--- src/rtl/wave_read_arbiter.sv ---
// wave_read_arbiter
//   Time-multiplexes one wave-buffer BRAM read port between NUM_OSCILLATORS
//   oscillator lanes and two auxiliary requesters (viz, debug). Each round
//   issues one read per oscillator slot. It then adds one optional aux slot
//   when an aux request is pending. A {valid, id} tag follows every issue
//   through a BRAM_LATENCY-deep pipeline and steers the returning word to
//   its owner. At a round boundary the arbiter parks in HOLD while the
//   buffer is being reloaded.
//
// Ports
//   clk_in          system clock (100 MHz passthrough)
//   rst_in          asynchronous, active-high reset
//   wave_width_in   number of valid samples; indices at or above it read 0
//   loader_busy_in  wave buffer reload in progress
//   osc_index_in    per-oscillator sample index, oscillator 0 in the LSBs
//   osc_data_out    per-oscillator held sample
//   osc_valid_out   pulse when the matching osc_data_out slice updates
//   aux_req_in      aux requests, bit 0 = viz, bit 1 = debug
//   aux_index_in    aux indices, viz in the LSBs
//   aux_grant_out   pulse in the cycle an aux read is issued
//   aux_data_out    last aux sample; aux_valid_out names its owner
//   bram_en_out     BRAM read enable
//   bram_addr_out   BRAM read address
//   bram_data_in    BRAM read data, BRAM_LATENCY cycles after the address

// Per-requester return register. The slice shows the BRAM word in the
// cycle its tag arrives and holds that word until the next arrival.
module wave_read_lane #(
    parameter int SAMPLE_WIDTH = 16
) (
    input  logic                    clk_in,
    input  logic                    rst_in,
    input  logic                    hit_in,
    input  logic [SAMPLE_WIDTH-1:0] data_in,
    output logic [SAMPLE_WIDTH-1:0] data_out,
    output logic                    valid_out
);
    logic [SAMPLE_WIDTH-1:0] hold_q;

    always_ff @(posedge clk_in or posedge rst_in) begin
        if (rst_in)      hold_q <= '0;
        else if (hit_in) hold_q <= data_in;
    end

    // Bypass the register so that data and valid line up exactly
    // BRAM_LATENCY cycles after the address.
    assign data_out  = hit_in ? data_in : hold_q;
    assign valid_out = hit_in;
endmodule

module wave_read_arbiter #(
    parameter int NUM_OSCILLATORS = 4,
    parameter int SAMPLE_WIDTH    = 16,
    parameter int WW_WIDTH        = 15,
    parameter int BRAM_LATENCY    = 2
) (
    input  logic                                  clk_in,
    input  logic                                  rst_in,
    input  logic [WW_WIDTH-1:0]                   wave_width_in,
    input  logic                                  loader_busy_in,
    input  logic [NUM_OSCILLATORS*WW_WIDTH-1:0]   osc_index_in,
    output logic [NUM_OSCILLATORS*SAMPLE_WIDTH-1:0] osc_data_out,
    output logic [NUM_OSCILLATORS-1:0]            osc_valid_out,
    input  logic [1:0]                            aux_req_in,
    input  logic [2*WW_WIDTH-1:0]                 aux_index_in,
    output logic [1:0]                            aux_grant_out,
    output logic [SAMPLE_WIDTH-1:0]               aux_data_out,
    output logic [1:0]                            aux_valid_out,
    output logic                                  bram_en_out,
    output logic [WW_WIDTH-1:0]                   bram_addr_out,
    input  logic [SAMPLE_WIDTH-1:0]               bram_data_in
);
    localparam int NUM_REQ = NUM_OSCILLATORS + 2;
    localparam int ID_W    = $clog2(NUM_REQ);
    localparam int SLOT_W  = (NUM_OSCILLATORS > 1) ? $clog2(NUM_OSCILLATORS) : 1;
    localparam int STAGES  = BRAM_LATENCY;

    typedef enum logic [1:0] {ISSUE_OSC, ISSUE_AUX, HOLD} state_t;

    // One read issue, decided combinationally and registered onto the port.
    typedef struct packed {
        logic                en;
        logic [WW_WIDTH-1:0] addr;
        logic [ID_W-1:0]     id;
        logic [1:0]          grant;
    } issue_t;

    state_t              state_q, state_d;
    logic [SLOT_W-1:0]   slot_q, slot_d;
    logic                ptr_q, ptr_d;     // 0 = viz has priority, 1 = debug
    logic                aux_pick;
    issue_t              iss;

    logic [NUM_OSCILLATORS-1:0][WW_WIDTH-1:0] osc_idx;
    logic [1:0][WW_WIDTH-1:0]                 aux_idx;

    // vld_pipe[0]/id_pipe[0] ride with the registered address. Stage STAGES
    // lines up with the BRAM word for that address.
    logic [STAGES:0]            vld_pipe;
    logic [STAGES:0][ID_W-1:0]  id_pipe;
    logic [WW_WIDTH-1:0]        addr_q;
    logic [1:0]                 grant_q;

    assign osc_idx = osc_index_in;
    assign aux_idx = aux_index_in;

    function automatic logic [WW_WIDTH-1:0] clamp_addr(
        input logic [WW_WIDTH-1:0] idx,
        input logic [WW_WIDTH-1:0] width
    );
        return (idx < width) ? idx : '0;
    endfunction

    always_ff @(posedge clk_in or posedge rst_in) begin
        if (rst_in) begin
            state_q <= ISSUE_OSC;
            slot_q  <= '0;
            ptr_q   <= 1'b0;
        end else begin
            state_q <= state_d;
            slot_q  <= slot_d;
            ptr_q   <= ptr_d;
        end
    end

    always_comb begin
        state_d  = state_q;
        slot_d   = slot_q;
        ptr_d    = ptr_q;
        iss      = '0;
        aux_pick = 1'b0;
        case (state_q)
            // HOLD always sits at slot 0. It therefore shares the round-start
            // busy check, and it issues slot 0 as soon as the loader releases.
            ISSUE_OSC, HOLD: begin
                if ((state_q == HOLD || slot_q == '0) && loader_busy_in) begin
                    state_d = HOLD;
                end else begin
                    iss.en   = 1'b1;
                    iss.addr = clamp_addr(osc_idx[slot_q], wave_width_in);
                    iss.id   = ID_W'(slot_q);
                    if (slot_q == SLOT_W'(NUM_OSCILLATORS - 1)) begin
                        slot_d  = '0;
                        state_d = (|aux_req_in) ? ISSUE_AUX : ISSUE_OSC;
                    end else begin
                        slot_d  = slot_q + 1'b1;
                        state_d = ISSUE_OSC;
                    end
                end
            end
            ISSUE_AUX: begin
                slot_d  = '0;
                state_d = ISSUE_OSC;
                // A request dropped after the round committed to an aux slot
                // costs one idle cycle.
                if (|aux_req_in) begin
                    aux_pick            = (&aux_req_in) ? ptr_q : aux_req_in[1];
                    iss.en              = 1'b1;
                    iss.addr            = clamp_addr(aux_idx[aux_pick], wave_width_in);
                    iss.id              = ID_W'(NUM_OSCILLATORS) + ID_W'(aux_pick);
                    iss.grant[aux_pick] = 1'b1;
                    ptr_d               = ~aux_pick;
                end
            end
            default: begin
                state_d = ISSUE_OSC;
                slot_d  = '0;
            end
        endcase
    end

    always_ff @(posedge clk_in or posedge rst_in) begin
        if (rst_in) begin
            vld_pipe <= '0;
            id_pipe  <= '0;
            addr_q   <= '0;
            grant_q  <= '0;
        end else begin
            vld_pipe <= {vld_pipe[STAGES-1:0], iss.en};
            id_pipe  <= {id_pipe[STAGES-1:0], iss.id};
            addr_q   <= iss.addr;
            grant_q  <= iss.grant;
        end
    end

    assign bram_en_out   = vld_pipe[0];
    assign bram_addr_out = addr_q;
    assign aux_grant_out = grant_q;

    logic                       exit_vld;
    logic [ID_W-1:0]            exit_id;
    logic [NUM_OSCILLATORS-1:0] osc_hit;
    logic                       aux_hit;
    logic                       aux_lane_vld;
    logic [1:0]                 aux_owner;

    assign exit_vld = vld_pipe[STAGES];
    assign exit_id  = id_pipe[STAGES];

    genvar g;
    generate
        for (g = 0; g < NUM_OSCILLATORS; g++) begin : g_osc
            assign osc_hit[g] = exit_vld && (exit_id == ID_W'(g));
            wave_read_lane #(.SAMPLE_WIDTH(SAMPLE_WIDTH)) u_lane (
                .clk_in    (clk_in),
                .rst_in    (rst_in),
                .hit_in    (osc_hit[g]),
                .data_in   (bram_data_in),
                .data_out  (osc_data_out[g*SAMPLE_WIDTH +: SAMPLE_WIDTH]),
                .valid_out (osc_valid_out[g])
            );
        end
    endgenerate

    // Both aux requesters share one data register; aux_valid_out tells
    // which of them owns the current word.
    assign aux_hit   = exit_vld && (exit_id >= ID_W'(NUM_OSCILLATORS));
    assign aux_owner = {exit_id == ID_W'(NUM_OSCILLATORS + 1),
                        exit_id == ID_W'(NUM_OSCILLATORS)};

    wave_read_lane #(.SAMPLE_WIDTH(SAMPLE_WIDTH)) u_aux_lane (
        .clk_in    (clk_in),
        .rst_in    (rst_in),
        .hit_in    (aux_hit),
        .data_in   (bram_data_in),
        .data_out  (aux_data_out),
        .valid_out (aux_lane_vld)
    );

    assign aux_valid_out = aux_owner & {2{aux_lane_vld}};
endmodule

--- config.mk ---
export PLATFORM = sky130hd
export DESIGN_NAME = wave_read_arbiter
export DESIGN_NICKNAME = d
export VERILOG_FILES = /design/src/rtl/wave_read_arbiter.sv
export SDC_FILE = /design/constraint.sdc
export NUM_CORES = 1
export LEC_CHECK = 0
export CAP_MARGIN = 5
export CORE_ASPECT_RATIO = 1.1
export CORE_MARGIN = 4
export CORE_UTILIZATION = 40
export DETAILED_ROUTE_END_ITERATION = 8
export DONT_BUFFER_PORTS = 1
export GPL_ROUTABILITY_DRIVEN = 0
export PLACE_DENSITY_LB_ADDON = 0.08
export SYNTH_ARGS = -nofsm -noshare
export SYNTH_HDL_FRONTEND = slang
export SYNTH_HIERARCHICAL = 1
export SYNTH_SLANG_ARGS = --single-unit
--- constraint.sdc ---
create_clock -name clk_in -period 6.6 [get_ports clk_in]
set_input_delay 1.32 -clock clk_in [delete_from_list [all_inputs] [get_ports clk_in]]
set_output_delay 1.32 -clock clk_in [all_outputs]
set_load 0.02 [all_outputs]
==> flow_metrics.tcl <==
set metrics [dict create \
    viasPerCell 5.283 \
    yosys.area_share.simple_pct 3.690 \
    numCtsBuffers 17 \
    tritoncts "yes" \
    nets 581 \
    cts_root_buffer "clkbuf_16" \
    synth_area_leaders "dfrtp_1, mux2_4, ha_1" \
    clockBufferDepth 2 \
    max_freq_mhz 263.2 \
    synth_cell_types 41 \
    ys_ff_latch 114 \
    vias 3328 \
    arrival_ps 4040 \
    seq_area_frac_synth_pct 48.35 \
    wl_per_cell_um 22.82 \
    syn-num-nets 579 \
    setup-tns-final_ps 0 \
    cpLargestDelayFamily "compound AO/OA/AOI/OAI gates" \
    dp_cells 598 \
    fin_ws_ps 2800 \
    critical_path_class "input port to register" \
    slew_headroom_pct 21.37 \
    crit_path_max_incr_delay_ps 990 \
    leakage_uw 0.003110 \
    diodes 0 \
    synth_area_um2 5901 \
    syn_to_final_growth_pct 10.75 \
    core_area_um2 14450 \
    critPathBufInv 1 \
    start_util_pct 40.85 \
    muxShareOfSynthArea_pct 26.51 \
    cts_hold_buf 0 \
    finClkSkew_ps 13.14 \
    clk_latency_ps 410 \
    final_common_cell "dfrtp_1" \
    path_max_fanout 16 \
    pre_cts_slack_ps 2316 \
    finalCritPeriodShare_pct 57.58 \
    cap_viol_max_count 0 \
    port_buffers 0 \
    p_per_area_nw_per_um2 579.4 \
    hold_class "register to register" \
    drtIter0Drc 94 \
    grt_util_all_layers_pct 17.54 \
    run_status "finished, final reports clean" \
    final.min_clock_period_ps 3800 \
    crit_chain "nand2b_2 -> nand2_2 -> mux2i_1 -> inv_1 -> ha_1 -> nand4_1 -> o21ai_1 -> o32ai_1" \
    cp.required_ps 6840 \
    final_cell_mix "dfrtp_1, inv_1, mux2_4, ha_1, mux2_2" \
    cts_setup_buffers 0 \
    drc 0 \
    path_clk_slew_ps 50 \
    slowest_stage "o21ai_1" \
    yosysTopAreaCell "dfrtp_1" \
    syn_inst 423 \
    htreeDepth 4 \
    synth_top_family_by_area "multiplexers" \
    rsz0062_at_grt "false" \
    fp-row-count 46 \
    synth_compound_area_share_pct 7.422 \
    die_area_um2 16760 \
    postRouteAntennaNets 0 \
    cts_resized 0 \
    die_y_um 135.4 \
    grt_max_degree 35 \
    die_w_um 123.8 \
    yosysWarnings 6 \
    clock-sinks 114 \
    grt_pass1_wl_mm 21.64 \
    synthXorXnorAreaFrac_pct 0 \
    synth_area_per_cell_um2 13.95 \
    cp-start-kind "input port" \
    setup_viol 0 \
    grt_overflow_total 0 \
    vdd_ir_drop_max_mv 0.1994 \
    drive_above_1_share_pct 32.88 \
    dp_hpwl_mm 10.97 \
    synth_adder_area_share_pct 6.361 \
    finalHoldViolations 0 \
    antenna_found_initial 0 \
    num_io_pins 230 \
    worst_slew_pin_slew_ps 1172 \
    drtPass1Iterations 4 \
    cp-end-kind "register" \
    synth_top_area_share_pct 48.35 \
    finalPower_uw 3786 \
    grt_pass1_vias 3813 \
    fin_cells 630 \
    routed_wl_mm 14.38 \
    final_max_slew_viol_count 0 \
]
## registers in the layout (all words and copies together) (netlist names)
register,cells
slot_q,2
id_pipe,6
g_osc.u_lane/hold_q,64
vld_pipe,3
bram_addr_out,15
u_aux_lane/hold_q,16
exit_id,3
state_q,2
aux_grant_out,2
ptr_q,1
## cell usage after synthesis
master     instances
dfrtp_1          114
inv_1             53
mux2_4            50
ha_1              30
mux2_2            30
mux2i_1           16
o32ai_1           15
mux4_2            14
nand2_1           12
buf_6              8
nor2_1             8
a21oi_1            7
a21o_1             6
buf_4              6
buf_12             5
o21ai_1            5
nand2b_1           4
a31oi_1            3
buf_2              3
nand3_1            3
nor3_1             3
a2111oi_4          2
a211oi_1           2
a211oi_2           2
and4_1             2
nand4_1            2
nor2b_1            2
o21ai_0            2
o21ai_2            2
a21boi_2           1
a31o_1             1
and2_1             1
and3_1             1
and4b_1            1
buf_1              1
nand2_2            1
nand2b_2           1
nor3b_1            1
o22ai_1            1
o311ai_4           1
o31ai_1            1
## power by group
| part | internal [uW] | total (uW) | switching [uW] |
|---|---|---|---|
| logic | 666 | 1690 | 1030 |
| registers | 1030 | 1200 | 169 |
| clock network | 591 | 895 | 305 |
## through the flow
stage                     area (um^2)  util [%]  hold WS [ps]
final                            6535     45.24         343.7
after global placement           5944     41.15         335.7
after detailed placement         5944     41.15         334.7
after global routing             6535     45.24         353.6
after floorplan                  5901         -         331.2
after CTS                        6535     45.24         346.8
## worst paths after layout
check                              start                    endpoint  slack [ps]  depth (start not counted)
max in group asynchronous         rst_in  g_osc[3].u_lane/hold_q[14]        5150                          1
setup reg to reg                   ptr_q            bram_addr_out[0]        3210                          8
hold / removal                id_pipe[4]                  exit_id[1]         340                          0
min in group asynchronous         rst_in                  id_pipe[0]         900                          2
setup / recovery           aux_req_in[0]            bram_addr_out[0]        2800                          8
hold reg to reg               id_pipe[4]                  exit_id[1]         340                          0
## final cells by class
class / instances / area [um^2]
clock buffer: 22 / 484.2
inverter: 53 / 198.9
timing repair buffer: 6 / 45.04
multi-input combinational: 233 / 2608
tap: 192 / 240.2
clock inverter: 10 / 106.4
fill: 1333 / 7911
sequential: 114 / 2853
## kinds of logic after synthesis
family / after synthesis
buf+inv: 76
compound gates: 51
simple gates: 42
mux: 110
flops: 114
fa+ha+maj: 30
## metal layers
layer  global-route usage [%]  vias to the layer above  routed length, um  share of wire, %
li1                         -                     1501                  -                 -
met1                    18.73                     1646               5159                36
met2                    31.20                      163               7648                53
met3                    6.391                       18               1359               9.5
met4                    6.769                        0                210               1.5
met5                        0                        -                  0                 0
No activity file was read; power rests on OpenSTA's default activity.
